[src/rtl/fetch_unit_if.sv]
// Fetch-stage bus bundle: instruction-memory read port, instruction-queue push port and redirect input.
// The master modport is the fetch unit; the slave modport is the memory/queue/commit side.
interface fetch_unit_if #(
  parameter int IQ_WIDTH = 64
);
  logic [31:0]         imem_addr;
  logic [3:0]          imem_rmask;
  logic [31:0]         imem_rdata;
  logic                imem_resp;
  logic                iq_enq;
  logic [IQ_WIDTH-1:0] iq_wdata;
  logic                iq_full;
  logic                redirect_valid;
  logic [31:0]         redirect_pc;

  modport master (
    output imem_addr, imem_rmask, iq_enq, iq_wdata,
    input  imem_rdata, imem_resp, iq_full, redirect_valid, redirect_pc
  );

  modport slave (
    input  imem_addr, imem_rmask, iq_enq, iq_wdata,
    output imem_rdata, imem_resp, iq_full, redirect_valid, redirect_pc
  );
endinterface

[src/rtl/fetch_unit.sv]
// Fetch stage: owns the fetch PC, keeps one instruction-memory read in flight and pushes {pc, inst}
// into the instruction queue; redirects replace the PC and squash any stale response.
module fetch_unit #(
  parameter logic [31:0] RESET_PC = 32'h1eceb000,
  parameter int          IQ_WIDTH = 64
) (
  input  logic         clk,
  input  logic         rst,
  fetch_unit_if.master bus
);

  typedef enum logic [1:0] {
    S_REQ     = 2'd0,
    S_WAIT    = 2'd1,
    S_HOLD    = 2'd2,
    S_DISCARD = 2'd3
  } state_t;

  state_t      r_state;
  state_t      w_state_next;
  logic [31:0] r_pc;
  logic [31:0] w_pc_next;
  logic [31:0] r_hold;
  logic [31:0] w_hold_next;
  logic        w_enq;
  logic [31:0] w_enq_inst;
  logic [3:0]  w_rmask;
  logic [31:0] w_redirect_pc;

  assign w_redirect_pc = {bus.redirect_pc[31:2], 2'b00};

  // State, PC and hold-buffer registers
  always_ff @(posedge clk or negedge rst) begin
    if (!rst) begin
      r_state <= S_REQ;
      r_pc    <= RESET_PC;
      r_hold  <= 32'h0000_0000;
    end else begin
      r_state <= w_state_next;
      r_pc    <= w_pc_next;
      r_hold  <= w_hold_next;
    end
  end

  // Next-state, PC update and handshake decode
  always_comb begin
    w_state_next = r_state;
    w_pc_next    = r_pc;
    w_hold_next  = r_hold;
    w_enq        = 1'b0;
    w_enq_inst   = 32'h0000_0000;
    w_rmask      = 4'h0;
    case (r_state)
      S_REQ: begin
        if (bus.redirect_valid) begin
          w_pc_next = w_redirect_pc;
        end else begin
          w_rmask      = 4'hf;
          w_state_next = S_WAIT;
        end
      end
      S_WAIT: begin
        if (bus.redirect_valid) begin
          // A response in the redirect cycle is already stale; otherwise it is still coming.
          w_pc_next    = w_redirect_pc;
          w_state_next = bus.imem_resp ? S_REQ : S_DISCARD;
        end else if (bus.imem_resp) begin
          if (!bus.iq_full) begin
            w_enq        = 1'b1;
            w_enq_inst   = bus.imem_rdata;
            w_pc_next    = r_pc + 32'd4;
            w_state_next = S_REQ;
          end else begin
            w_hold_next  = bus.imem_rdata;
            w_state_next = S_HOLD;
          end
        end else begin
          w_state_next = S_WAIT;
        end
      end
      S_HOLD: begin
        if (bus.redirect_valid) begin
          w_pc_next    = w_redirect_pc;
          w_state_next = S_REQ;
        end else if (!bus.iq_full) begin
          w_enq        = 1'b1;
          w_enq_inst   = r_hold;
          w_pc_next    = r_pc + 32'd4;
          w_state_next = S_REQ;
        end else begin
          w_state_next = S_HOLD;
        end
      end
      S_DISCARD: begin
        if (bus.redirect_valid) begin
          w_pc_next = w_redirect_pc;
        end else begin
          w_pc_next = r_pc;
        end
        if (bus.imem_resp) begin
          w_state_next = S_REQ;
        end else begin
          w_state_next = S_DISCARD;
        end
      end
      default: begin
        w_state_next = S_REQ;
      end
    endcase
  end

  // Gating with rst keeps the strobes low while reset is held, even though the state reads REQ.
  assign bus.imem_addr  = r_pc;
  assign bus.imem_rmask = rst ? w_rmask : 4'h0;
  assign bus.iq_enq     = rst & w_enq;
  assign bus.iq_wdata   = (rst & w_enq) ? IQ_WIDTH'({r_pc, w_enq_inst}) : {IQ_WIDTH{1'b0}};

endmodule

[src/flat_wrapper.sv]
// flat-port wrapper written by rule: the top's interface ports become plain ports
module fetch_unit_flat 
#(
  parameter logic [31:0] RESET_PC = 32'h1eceb000,
  parameter int          IQ_WIDTH = 64
)
  (clk, rst, bus_imem_addr, bus_imem_rmask, bus_iq_enq, bus_iq_wdata, bus_imem_rdata, bus_imem_resp, bus_iq_full, bus_redirect_valid, bus_redirect_pc);
  fetch_unit_if #(.IQ_WIDTH(IQ_WIDTH)) bus_i ();
  input  logic clk;
  input  logic rst;
  output wire logic [$bits(bus_i.imem_addr)-1:0] bus_imem_addr;
  output wire logic [$bits(bus_i.imem_rmask)-1:0] bus_imem_rmask;
  output wire logic [$bits(bus_i.iq_enq)-1:0] bus_iq_enq;
  output wire logic [$bits(bus_i.iq_wdata)-1:0] bus_iq_wdata;
  input wire logic [$bits(bus_i.imem_rdata)-1:0] bus_imem_rdata;
  input wire logic [$bits(bus_i.imem_resp)-1:0] bus_imem_resp;
  input wire logic [$bits(bus_i.iq_full)-1:0] bus_iq_full;
  input wire logic [$bits(bus_i.redirect_valid)-1:0] bus_redirect_valid;
  input wire logic [$bits(bus_i.redirect_pc)-1:0] bus_redirect_pc;
  assign bus_imem_addr = bus_i.imem_addr;
  assign bus_imem_rmask = bus_i.imem_rmask;
  assign bus_iq_enq = bus_i.iq_enq;
  assign bus_iq_wdata = bus_i.iq_wdata;
  assign bus_i.imem_rdata = bus_imem_rdata;
  assign bus_i.imem_resp = bus_imem_resp;
  assign bus_i.iq_full = bus_iq_full;
  assign bus_i.redirect_valid = bus_redirect_valid;
  assign bus_i.redirect_pc = bus_redirect_pc;
  fetch_unit #(.RESET_PC(RESET_PC), .IQ_WIDTH(IQ_WIDTH)) u_core (.clk(clk), .rst(rst), .bus(bus_i));
endmodule
[config.mk]
export PLATFORM = sky130hd
export DESIGN_NAME = fetch_unit_flat
export DESIGN_NICKNAME = d
export VERILOG_FILES = /design/src/rtl/fetch_unit_if.sv /design/src/rtl/fetch_unit.sv /design/src/flat_wrapper.sv
export SDC_FILE = /design/constraint.sdc
export NUM_CORES = 1
export LEC_CHECK = 0
export ABC_AREA = 1
export CAP_MARGIN = 10
export CORE_MARGIN = 4
export CORE_UTILIZATION = 49
export CTS_BUF_LIST = sky130_fd_sc_hd__clkbuf_8 sky130_fd_sc_hd__clkbuf_16
export DETAILED_ROUTE_END_ITERATION = 7
export PLACE_DENSITY_LB_ADDON = 0.1
export SLEW_MARGIN = 20
export SYNTH_ARGS = -nofsm -noshare
export SYNTH_HDL_FRONTEND = slang
export SYNTH_SLANG_ARGS = --single-unit
[constraint.sdc]
create_clock -name clk -period 5.65 [get_ports clk]
set_input_delay 1.695 -clock clk [delete_from_list [all_inputs] [get_ports clk]]
set_output_delay 1.695 -clock clk [all_outputs]
set_load 0.02 [all_outputs]
## After elaboration in Yosys (flattened, before gate mapping)

Index checks and enable logic that the tools add are counted.

| storage, ports and cells | value |
|---|---|
| register bits | 66 |
| input bits | 69 |
| output and inout port bits | 101 |

| operators by class | value |
|---|---|
| add/subtract/negate cells | 1 |
| eq/ne operators | 6 |
| multiplexer cells | 28 |
| bitwise gates (word level) | 2 |
| reduce and logical (&&, ||, !) cells | 4 |

Operators with widths:

| kind | number |
|---|---|
| 32-bit 2-to-1 mux | 10 |
| 32-bit case mux with 3 select lines | 1 |
| 64-bit 2-to-1 mux | 1 |
| 32-bit case mux with 2 select lines | 1 |
| 32-bit by 3-bit adder with 32-bit output, second input constant | 1 |
| 2-bit 2-to-1 mux | 6 |
| 4-bit 2-to-1 mux | 3 |
| 2-bit case mux with 4 select lines | 1 |
| 2-bit equality test, second input constant | 2 |
| 1-bit 2-to-1 mux | 4 |
| 4-bit AND reduction | 1 |
| 3-bit inequality test, second input constant | 1 |
| 2-bit by 1-bit equality test with 1-bit output, second input constant | 1 |
| 2-bit zero test | 1 |
| 2-bit by 1-bit inequality test with 1-bit output, second input constant | 1 |
| 2-bit inequality test, second input constant | 1 |
| 1-bit case mux with 2 select lines | 1 |
| 2-bit AND reduction | 1 |
| 2-bit OR reduction | 1 |
| 1-bit bitwise AND | 1 |
| 1-bit inverter | 1 |

## Longest topological paths before layout

Gate-level depths: netlist of run 1.

| depth | value |
|---|---|
| depth in word-level cells | 6 |
| mapped depth | 10 |
| depth with buffers taken out | 10 |

## Worst setup path after synthesis of run 1

Ideal clock, no wire load.

| timing | value |
|---|---|
| kind | input -> output |
| start | input bus_redirect_valid |
| end | output bus_iq_wdata[10] |
| data arrival time | 2.838 ns |
| data required time | 3.955 ns |
| path slack | 1.117 ns |
| stages on the path | 7 |
| buffers on the path | 1 |
| cells stage by stage | inv_2 -> nand2_1 -> nor3_1 -> o21a_1 -> inv_2 -> buf_6 -> a21oi_1 |

| between the ends | value |
|---|---|
| longest elaborated chain between the ends | 4 |

Ends and longest elaborated chain:

| element | RTL line | text |
|---|---|---|
| from (decl) | flat_wrapper.sv:18 | `input wire logic [$bits(bus_i.redirect_valid)-1:0] bus_redirect_valid;` |
| 1-bit 2-to-1 mux (on tied branches) | fetch_unit.sv:82, fetch_unit.sv:63 |  |
| 1-bit case mux with 2 select lines (*) | fetch_unit.sv:53 | `case (r_state)` |
| 1-bit bitwise AND (*) | n/a |  |
| named net bus_iq_enq | flat_wrapper.sv:13 | `output wire logic [$bits(bus_i.iq_enq)-1:0] bus_iq_enq;` |
| 64-bit 2-to-1 mux (*) | fetch_unit.sv:116 | `assign bus.iq_wdata = (rst & w_enq) ? IQ_WIDTH'({r_pc, w_enq_inst}) : {IQ_WIDTH{1'b0}};` |
| to (decl) | flat_wrapper.sv:14 | `output wire logic [$bits(bus_i.iq_wdata)-1:0] bus_iq_wdata;` |

Mark *: on every way through the listed nets, which the timed path passes. The rest lies on a longest branch.

## Final worst setup path of run 1

| timing | value |
|---|---|
| start | input bus_redirect_valid |
| end | output bus_iq_wdata[20] |

| between the ends | value |
|---|---|
| longest elaborated chain between the ends | 4 |

Ends and longest elaborated chain:

| element | RTL line |
|---|---|
| 1-bit 2-to-1 mux (on tied branches) | fetch_unit.sv:82, fetch_unit.sv:63 |
| 1-bit case mux with 2 select lines | fetch_unit.sv:53 |
| 1-bit bitwise AND | fetch_unit.sv:116 |
| 64-bit 2-to-1 mux (*) | fetch_unit.sv:116 |

Mark *: on every way between the ends. The rest lies on a longest branch, timed or not.

==> results of run 1 <==
[layer usage]
metal	GRT usage	routed length, um
met1	0.3215	5494
met3	0.06774	1245
met5	0	0
met4	0.05279	143
met2	0.4206	6488
[worst max-delay path, stage by stage]
cell and delay [ns]:
clkdlybuf4s50_1 0.43, inv_2 0.10, nand2_1 0.07, nor3_1 0.16
o21a_1 0.18, inv_2 0.14, buf_12 0.20, a21oi_1 0.15
clkdlybuf4s50_1 0.65
[cell families (layout without fill, tap and decap cells)]
group           Yosys count  after routing  share of synthesized area
buf+inv                  96            245                     0.1020
other cells               1              4                  0.0008395
flops                    64             64                     0.3619
fa+ha+maj                 6              6                    0.01681
compound gates           77             77                    0.09048
simple gates            467            467                     0.4280
[report_power, final]
part | switching (uW) | internal, uW
clock | 195 | 294
sequential | 237 | 723
combinational | 905 | 561
[metrics by stage]
| stage | setup WS, ns | hold WS (ns) | instance area, um^2 | std cells |
|---|---|---|---|---|
| finish | 0.1620 | 0.4766 | 6331 | 971 |
| global route | 0.02893 | 0.4981 | 6331 | 971 |
| CTS | 0.1581 | 0.4776 | 6331 | 971 |
| detailed placement | 0.1771 | 0.4617 | 6087 | 955 |
| global placement | 0.2159 | 0.4527 | 6087 | 955 |
| floorplan | 1.117 | 0.4417 | 4478 | 714 |
[state kept, by name (all words and copies together), names as in the netlist]
signal	flops
u_core.r_state	2
u_core.r_hold	32
u_core.bus.imem_addr	30
[synthesized netlist by cell type]
cell type,number
a21oi_1,40
a22oi_1,1
a31oi_1,3
a32oi_1,2
and2_1,3
buf_1,1
buf_2,13
buf_4,9
buf_6,6
clkbuf_1,9
conb_1,1
dfrtp_1,52
dfstp_2,12
ha_1,6
inv_1,55
inv_2,3
nand2_1,305
nand2_2,3
nand2_4,2
nand3_1,35
nand4_1,1
nor2_1,100
nor2_2,5
nor2_4,8
nor3_1,2
o21a_1,1
o21ai_0,25
o21ai_1,3
o22ai_1,2
or2_2,3
[how the worst max path moves through the flow]
stage | slack [ns] | endpoint | start
after detailed placement | 0.18 | bus_iq_wdata[21] | bus_redirect_valid
after global placement | 0.22 | bus_iq_wdata[6] | bus_redirect_valid
after floorplan | 1.12 | bus_iq_wdata[10] | bus_redirect_valid
final | 0.16 | bus_iq_wdata[20] | bus_redirect_valid
after CTS | 0.16 | bus_iq_wdata[20] | bus_redirect_valid
after global routing | 0.03 | bus_iq_wdata[21] | bus_redirect_valid
[area by class of cell]
| class | count | area (um^2) | share of cell area |
|---|---|---|---|
| clock inverters | 7 | 120.1 | 0.01897 |
| flip-flops and latches | 64 | 1617 | 0.2553 |
| clock buffers | 9 | 123.9 | 0.01957 |
| inverters | 58 | 217.7 | 0.03439 |
| well taps | 108 | 135.1 | 0.02134 |
| multi-input cells | 554 | 2406 | 0.3800 |
| repair buffers | 171 | 1712 | 0.2704 |
==> impl_summary.log, run 1 <==
[metrics] outcome: finished, final reports clean
[metrics] total of endpoints with negative setup slack in the final report: 0
[metrics] Power per Cell Area: 460.4 nW/um^2
[metrics] DRC Markers: 0
[metrics] DP Wirelength: 9652 um
[metrics] number of antenna diodes: 0
[metrics] end-of-flow core utilization: 0.7190
[metrics] data arrival time of the worst path: 3.79 ns
[metrics] worst slew slack as a fraction of its limit: 0.2893
[metrics] sinks on the clock net: 64
[metrics] final sum of negative setup slack: 0 ns
[metrics] count of yosys warnings during synthesis: 0
[metrics] required time of the critical path: 3.95 ns
[metrics] static power due to leakage: 0.002877 uW
[metrics] number of buffers created by CTS: 9
[metrics] placer congestion estimate: 0.8667
[metrics] Fmax: 182.2 MHz
[metrics] critical path peak fanout: 30
[metrics] pin slew with the least headroom to its limit: 1.065 ns
[metrics] unrepaired setup endpoints after global routing: false
[metrics] worst flop-to-flop path endpoint: u_core.bus.imem_addr[8]$_DFFE_PN0P_
[metrics] number of antenna violations at the first check in global routing: 0
[metrics] mean routed wirelength per cell: 13.77 um
[metrics] Seq cells post-synth: 64
[metrics] top cells by area, synth: dfrtp_1, nand2_1, nor2_1
[metrics] I/O pins: 170
[metrics] sequential fraction of the synthesis area: 0.3619
[metrics] cell depth of the worst flop-to-flop path: 8
[metrics] type of the most critical hold path: reg -> reg
[metrics] area of the mapped netlist: 4467 um^2
[metrics] clock input transition at the sequential cells of the worst setup and hold paths: 0.07 ns
[metrics] Hold Path Depth: 2
[metrics] starting density of the core: 0.5072
[metrics] kind of start point of the critical path: primary input
[metrics] final slew viol count: 0
[metrics] startpoint of the lowest-slack hold path: u_core.r_hold[12]$_DFFE_PN0P_
[metrics] row count: 34
[metrics] count of nets left with antenna violations after detail routing: 0
[metrics] cell accounting for the most synthesized area: dfrtp_1
[metrics] setup repair bufs after CTS: 0
[metrics] y dimension of the die: 103.5 um
[metrics] R2R Path Start: u_core.r_state[0]$_DFFE_PN0P_
[metrics] end of the worst hold path: u_core.r_hold[12]$_DFFE_PN0P_
[metrics] CTS H-Tree Depth: 3
[metrics] CTS Hold Buffers Added: 0
[metrics] CP Class: in -> out
[metrics] Period Utilization, post-route: 0.9713
[metrics] core outline area: 8806 um^2
[metrics] die width: 103.5 um
[metrics] first-pass GRT wire length: 21360 um
[metrics] area share of the leading cell type in the synthesized netlist: 0.2913
[metrics] most frequent standard cell in the layout excluding fill and tap cells: nand2_1
[metrics] commonest non-fill, non-tap cells in the layout: nand2_1, clkdlybuf4s50_1, nor2_1
[metrics] mean instance size in the synthesized netlist: 6.282 um^2
[metrics] I/O Buffers: 163
[metrics] Register-to-Register Setup Slack: 3.09 ns
[metrics] max-cap viol count: 0
[metrics] number of design-rule violations left by the first detailed-router iteration: 250
[metrics] clock tree from TritonCTS: yes
[metrics] length of the first detailed-routing pass in iterations: 5
[metrics] number of different library cells in the post-synthesis netlist: 30
[metrics] layout cells sized above 1: 0.07068
[metrics] number of resized instances in the post-cts repair step: 0
[metrics] clk_skew: 0.007894 ns
[metrics] Overflow after GRT: 0
[metrics] overall routed net length: 13370 um
[metrics] number of vias in the routed layout: 4955
[metrics] number of cells produced by synthesis: 711
[metrics] Avg Vias per Cell: 5.103
[metrics] largest net degree at the start of global routing: 65
[metrics] CTS root buf: clkbuf_8
[metrics] clock latency on the worst-skew pair: 0.34 ns
[metrics] gr usage total: 0.2493
[metrics] number of fill cells in the layout: 768
[metrics] vias in the first global route: 4643
[metrics] Total Die Area: 10710 um^2
[metrics] total power after layout: 2915 uW
[metrics] Area Growth Syn to Fin: 41.74%
[metrics] buffer depth of the longest clock path: 2
[metrics] final count of hold timing violations: 0
[metrics] post-layout min period: 5.488 ns
[metrics] worst vdd ir: 0.2323 mV
[metrics] Worst Setup End Kind: output pin
[metrics] layout net count: 933
Note: power is estimated with default switching activity, not from simulation.
==> inputs of run 2 (changes only) <==
Settings changed: CORE_UTILIZATION 49 to 50, CTS_BUF_LIST sky130_fd_sc_hd__clkbuf_8 sky130_fd_sc_hd__clkbuf_16 to sky130_fd_sc_hd__clkbuf_4.
==> run 2 against run 1 <==
Design area down 0.45%. Largest power group unchanged. Sequential share of layout area increased by 0.12 points. Sequential power barely moved. Highest routed layer unchanged. First-iteration DRC count rose by 0.80%. Via count decreased by 0.36%. Largest cell class unchanged.
==> impl_summary.log, run 2 (same netlist as run 1, synthesis figures left out) <==
[metrics] outcome: finished, final reports clean (unchanged)
[metrics] number of antenna diodes: 0 (unchanged)
[metrics] area taken by multi-input logic gates: 2406 um^2 (unchanged)
[metrics] post-layout min period: 5.495 ns (was 5.488 ns)
[metrics] clock tree from TritonCTS: yes (unchanged)
[metrics] buffer depth of the longest clock path: 2 (unchanged)
[metrics] placer congestion estimate: 0.8480 (was 0.8667)
[metrics] pin slew with the least headroom to its limit: 0.9969 ns (was 1.065 ns)
[metrics] Avg Vias per Cell: 5.090 (was 5.103)
[metrics] Period Utilization, post-route: 0.9725 (was 0.9713)
[metrics] worst-case hold slack: 0.4809 ns (was 0.4766 ns)
[metrics] CTS H-Tree Depth: 3 (unchanged)
[metrics] worst slew slack as a fraction of its limit: 0.3347 (was 0.2893)
[metrics] I/O pins: 170 (unchanged)
[metrics] Worst Setup End Kind: output pin (unchanged)
[metrics] max-cap viol count: 0 (unchanged)
[metrics] data arrival time of the worst path: 3.80 ns (was 3.79 ns)
[metrics] clock latency on the worst-skew pair: 0.42 ns (was 0.34 ns)
[metrics] y dimension of the die: 102.5 um (was 103.5 um)
[metrics] Overflow after GRT: 0 (unchanged)
[metrics] final sum of negative setup slack: 0 ns (unchanged)
[metrics] commonest non-fill, non-tap cells in the layout: nand2_1, clkdlybuf4s50_1, nor2_1 (unchanged)
[metrics] number of antenna violations at the first check in global routing: 0 (unchanged)
[metrics] CP Class: in -> out (unchanged)
[metrics] die width: 102.5 um (was 103.5 um)
[metrics] total of endpoints with negative setup slack in the final report: 0 (unchanged)
[metrics] clk_skew: 0.02764 ns (was 0.007894 ns)
[metrics] number of resized instances in the post-cts repair step: 0 (unchanged)
[metrics] gr usage total: 0.2535 (was 0.2493)
[metrics] total power after layout: 2919 uW (was 2915 uW)
[metrics] Power per Cell Area: 463.2 nW/um^2 (was 460.4 nW/um^2)
[metrics] number of flip-flops in the largest register: 32 (unchanged)
[metrics] clock input transition at the sequential cells of the worst setup and hold paths: 0.10 ns (was 0.07 ns)
[metrics] DP Wirelength: 9580 um (was 9652 um)
[metrics] starting density of the core: 0.5122 (was 0.5072)
[metrics] CTS root buf: clkbuf_4 (was clkbuf_8)
[metrics] type of the most critical hold path: reg -> reg (unchanged)
[metrics] FF/Latch Area: 1617 um^2 (unchanged)
[metrics] pre-CTS worst setup slack: 0.1670 ns (was 0.1771 ns)
[metrics] Fmax: 182.0 MHz (was 182.2 MHz)
[metrics] first-pass GRT wire length: 21380 um (was 21360 um)
[metrics] final slew viol count: 0 (unchanged)
[metrics] core outline area: 8721 um^2 (was 8806 um^2)
[metrics] end-of-flow core utilization: 0.7227 (was 0.7190)
[metrics] most frequent standard cell in the layout excluding fill and tap cells: nand2_1 (unchanged)
[metrics] CTS Hold Buffers Added: 0 (unchanged)
[metrics] final count of hold timing violations: 0 (unchanged)
[metrics] number of vias in the routed layout: 4937 (was 4955)
[metrics] Area Growth Syn to Fin: 41.09% (was 41.74%)
[metrics] DRC Markers: 0 (unchanged)
[metrics] row count: 34 (unchanged)
[metrics] number of buffers created by CTS: 9 (unchanged)
[metrics] I/O Buffers: 163 (unchanged)
[metrics] number of fill cells in the layout: 744 (was 768)
[metrics] mean routed wirelength per cell: 13.59 um (was 13.77 um)
[metrics] worst vdd ir: 0.2247 mV (was 0.2323 mV)
[metrics] required time of the critical path: 3.95 ns (about the same)
[metrics] largest net degree at the start of global routing: 65 (unchanged)
[metrics] vias in the first global route: 4733 (was 4643)
[metrics] number of design-rule violations left by the first detailed-router iteration: 252 (was 250)
[metrics] setup repair bufs after CTS: 0 (unchanged)
[metrics] critical path peak fanout: 25 (was 30)
[metrics] static power due to leakage: 0.002867 uW (was 0.002877 uW)
[metrics] unrepaired setup endpoints after global routing: false (unchanged)
[metrics] layout net count: 932 (was 933)
[metrics] overall routed net length: 13190 um (was 13370 um)
[metrics] count of nets left with antenna violations after detail routing: 0 (unchanged)
[metrics] kind of start point of the critical path: primary input (unchanged)
[metrics] Total Die Area: 10510 um^2 (was 10710 um^2)
[metrics] sinks on the clock net: 64 (unchanged)
[metrics] setup slack after layout: 0.1553 ns (was 0.1620 ns)
[metrics] register with the highest flop count: u_core.r_hold (unchanged)
[metrics] layout cells sized above 1: 0.06961 (was 0.07068)
[metrics] length of the first detailed-routing pass in iterations: 5 (unchanged)
run 2: cell count changes in the layout (fill, tap and decap cells not counted), sizes merged:
cell | before | now
clkinvlp | 1 | 0
buf | 9 | 8
clkinv | 3 | 2
bufinv | 3 | 5
run 2: per-layer routing:
layer	GRT usage	wire length, um
met1	0.3110	5164
met2	0.4320	6571
met3	0.05548	1127
met4	0.1039	323
met5	0	0
run 2: layout make-up:
type                            instances  share of cell area
Multi-Input combinational cell        554              0.3818
Clock buffer                            9             0.01072
Timing Repair Buffer                  170              0.2684
Clock inverter                          7             0.02660
Sequential cell                        64              0.2565
Tap cell                              108             0.02144
Inverter                               58             0.03454
run 2: final timing paths:
check	startpoint	endpoint	slack [ns]	cells after the start
max	bus_redirect_valid	bus_iq_wdata[31]	0.16	9
min reg2reg	u_core.r_hold[28]$_DFFE_PN0P_	u_core.r_hold[28]$_DFFE_PN0P_	0.48	2
min in group asynchronous	rst	u_core.bus.imem_addr[3]$_DFFE_PN0P_	1.48	2
min	u_core.r_hold[28]$_DFFE_PN0P_	u_core.r_hold[28]$_DFFE_PN0P_	0.48	2
max reg2reg	u_core.r_state[1]$_DFFE_PN0P_	u_core.bus.imem_addr[8]$_DFFE_PN0P_	3.07	9
max in group asynchronous	rst	u_core.r_hold[28]$_DFFE_PN0P_	3.58	2
run 2: stage by stage:
stage,cell area (um^2),instances
after global placement,6067,954
after detailed placement,6067,954
final,6302,970
after floorplan,4478,714
after global routing,6302,970
after CTS,6302,970
run 2: worst max-delay path: stages:
cell	delay, ns
clkdlybuf4s50_1	0.50
inv_2	0.12
nand2_1	0.07
nor3_1	0.14
o21a_1	0.18
inv_2	0.06
buf_4	0.21
a21oi_1	0.15
clkdlybuf4s50_1	0.65
run 2: power by group:
group | internal, uW | total, uW | switching (uW)
combinational | 559 | 1460 | 899
sequential | 721 | 959 | 238
clock | 315 | 502 | 187
total | 1590 | 2920 | 1320
==> inputs of run 3 (changes only) <==
==> constraint.sdc (replaced) <==
create_clock -name clk -period 5.65 [get_ports clk]
set_input_delay 1.695 -clock clk [delete_from_list [all_inputs] [get_ports clk]]
set_output_delay 1.695 -clock clk [all_outputs]
set_load 0.01 [all_outputs]
==> run 3 against run 2 <==
Cell count unchanged. Via count down 0.22%. Sequential power about the same. Clock-buffer cell count unchanged. Sequential share of layout area up 0.097 points. Clock power down 8.8%. Register-to-register slack better by 0.06 ns. Combinational power down 7%. Sequential cell count unchanged. Global-route usage about the same. Power down 4.9%. Critical path depth unchanged. Critical path type unchanged.
==> impl_summary.log, run 3 (same netlist as run 1, synthesis figures left out) <==
[metrics] DRC Markers: 0 (unchanged)
[metrics] overall routed net length: 13210 um (was 13190 um)
[metrics] layout net count: 932 (unchanged)
[metrics] number of design-rule violations left by the first detailed-router iteration: 192 (was 252)
[metrics] CTS H-Tree Depth: 3 (unchanged)
[metrics] starting density of the core: 0.5122 (unchanged)
[metrics] outcome: finished, final reports clean (unchanged)
[metrics] static power due to leakage: 0.002849 uW (was 0.002867 uW)
[metrics] most frequent standard cell in the layout excluding fill and tap cells: nand2_1 (unchanged)
[metrics] CTS root buf: clkbuf_4 (unchanged)
[metrics] setup slack after layout: 0.2345 ns (was 0.1553 ns)
[metrics] peak per-stage delay on the critical path: 0.57 ns (was 0.65 ns)
[metrics] type of the most critical hold path: reg -> reg (unchanged)
[metrics] worst vdd ir: 0.1811 mV (was 0.2247 mV)
[metrics] crit path buf inv count: 5 (unchanged)
[metrics] layout cells sized above 1: 0.06961 (unchanged)
[metrics] row count: 34 (unchanged)
[metrics] crit path cell chain: clkdlybuf4s50_1 -> inv_2 -> nand2_1 -> nor3_1 -> o21a_1 -> inv_2 -> buf_4 -> a21oi_1 -> clkdlybuf4s50_1 (unchanged)
[metrics] vias in the first global route: 4798 (was 4733)
[metrics] commonest non-fill, non-tap cells in the layout: nand2_1, clkdlybuf4s50_1, nor2_1 (unchanged)
[metrics] gr usage total: 0.2535 (about the same)
[metrics] I/O pins: 170 (unchanged)
[metrics] worst-case hold slack: 0.4824 ns (was 0.4809 ns)
[metrics] register with the highest flop count: u_core.r_hold (unchanged)
[metrics] I/O Buffers: 163 (unchanged)
[metrics] first-pass GRT wire length: 21290 um (was 21380 um)
[metrics] core outline area: 8721 um^2 (unchanged)
[metrics] placer congestion estimate: 0.8537 (was 0.8480)
[metrics] count of nets left with antenna violations after detail routing: 0 (unchanged)
[metrics] largest net degree at the start of global routing: 65 (unchanged)
[metrics] max-cap viol count: 0 (unchanged)
[metrics] pin slew with the least headroom to its limit: 1.033 ns (was 0.9969 ns)
[metrics] Area Growth Syn to Fin: 40.56% (was 41.09%)
[metrics] CP max stage cell: clkdlybuf4s50_1 (unchanged)
[metrics] y dimension of the die: 102.5 um (unchanged)
[metrics] buffer depth of the longest clock path: 2 (unchanged)
[metrics] total placed instance area: 6067 um^2 (unchanged)
[metrics] Finished Cell Area: 6279 um^2 (was 6302 um^2)
[metrics] clock tree from TritonCTS: yes (unchanged)
[metrics] unrepaired setup endpoints after global routing: false (unchanged)
[metrics] number of antenna violations at the first check in global routing: 0 (unchanged)
[metrics] R2R Path Start: u_core.r_state[0]$_DFFE_PN0P_ (was u_core.r_state[1]$_DFFE_PN0P_)
[metrics] DP Wirelength: 9608 um (was 9580 um)
[metrics] Power per Cell Area: 442.1 nW/um^2 (was 463.2 nW/um^2)
[metrics] worst slew slack as a fraction of its limit: 0.3105 (was 0.3347)
[metrics] number of antenna diodes: 0 (unchanged)
[metrics] setup repair bufs after CTS: 0 (unchanged)
[metrics] critical path peak fanout: 25 (unchanged)
[metrics] die width: 102.5 um (unchanged)
[metrics] Period Utilization, post-route: 0.9585 (was 0.9725)
[metrics] number of vias in the routed layout: 4926 (was 4937)
[metrics] CTS Hold Buffers Added: 0 (unchanged)
[metrics] Worst Setup End Kind: output pin (unchanged)
[metrics] number of flip-flops in the largest register: 32 (unchanged)
[metrics] number of buffers created by CTS: 9 (unchanged)
[metrics] clock latency on the worst-skew pair: 0.42 ns (about the same)
[metrics] kind of start point of the critical path: primary input (unchanged)
[metrics] largest delay contributor family on the critical path: buffers and inverters (unchanged)
[metrics] Total Die Area: 10510 um^2 (unchanged)
[metrics] clock input transition at the sequential cells of the worst setup and hold paths: 0.10 ns (about the same)
[metrics] total of endpoints with negative setup slack in the final report: 0 (unchanged)
[metrics] Fmax: 184.7 MHz (was 182.0 MHz)
[metrics] Avg Vias per Cell: 5.078 (was 5.090)
[metrics] number of resized instances in the post-cts repair step: 0 (unchanged)
[metrics] length of the first detailed-routing pass in iterations: 6 (was 5)
[metrics] Overflow after GRT: 0 (unchanged)
[metrics] mean routed wirelength per cell: 13.62 um (was 13.59 um)
[metrics] final sum of negative setup slack: 0 ns (unchanged)
[metrics] post-layout min period: 5.416 ns (was 5.495 ns)
[metrics] startpoint of the lowest-slack hold path: u_core.r_hold[29]$_DFFE_PN0P_ (was u_core.r_hold[28]$_DFFE_PN0P_)
[metrics] sinks on the clock net: 64 (unchanged)
[metrics] final slew viol count: 0 (unchanged)
[metrics] data arrival time of the worst path: 3.72 ns (was 3.80 ns)
[metrics] launching element of the worst setup path: bus_redirect_valid (unchanged)
[metrics] final count of hold timing violations: 0 (unchanged)
[metrics] clk_skew: 0.02114 ns (was 0.02764 ns)
[metrics] pre-CTS worst setup slack: 0.2294 ns (was 0.1670 ns)
[metrics] CP Class: in -> out (unchanged)
[metrics] required time of the critical path: 3.95 ns (about the same)
run 3: changes by cell type in the layout (fill, tap and decap cells not counted), sizes merged:
cell / change
clkinvlp: +2
bufinv: -1
clkinv: -1
run 3: worst paths after layout:
path                                                        to  slack, ns  cells after the start
min in group asynchronous  u_core.bus.imem_addr[3]$_DFFE_PN0P_       1.48                      2
max in group asynchronous        u_core.r_hold[29]$_DFFE_PN0P_       3.60                      2
hold reg to reg                  u_core.r_hold[29]$_DFFE_PN0P_       0.48                      2
setup / recovery                              bus_iq_wdata[21]       0.23                      9
setup reg to reg           u_core.bus.imem_addr[8]$_DFFE_PN0P_       3.13                      8
hold / removal                   u_core.r_hold[29]$_DFFE_PN0P_       0.48                      2
run 3: metal layers:
layer / global-route usage / routed length, um
met5: 0 / 0
met4: 0.1019 / 314
met3: 0.07037 / 1156
met2: 0.4325 / 6566
met1: 0.3019 / 5176
run 3: area by class of cell:
class / count / area (um^2)
Inverter: 58 / 217.7
Clock buffer: 9 / 67.56
Sequential cell: 64 / 1617
Clock inverter: 7 / 143.9
Timing Repair Buffer: 170 / 1692
Fill cell: 730 / 2442
Multi-Input combinational cell: 554 / 2406
Tap cell: 108 / 135.1
run 3: worst min-delay path, cell delays in order, from the launching register on:
cell     delay [ns]
dfrtp_1        0.36
nand2_1        0.05
nand2_1        0.05
run 3: through the flow:
step | util | instances | total power [uW]
after floorplan | - | 714 | 1785
after global placement | 0.6957 | 954 | 2255
after detailed placement | 0.6957 | 954 | 2317
after CTS | 0.7199 | 970 | 2781
after global routing | 0.7199 | 970 | 3010
final | 0.7199 | 970 | 2775
run 3: report_power, final:
group	internal [uW]	leakage (uW)	switching [uW]	total, uW
clock	269	0.000102	189	458
sequential	721	0.000756	237	958
combinational	560	0.00199	799	1360
total	1550	0.00285	1230	2780
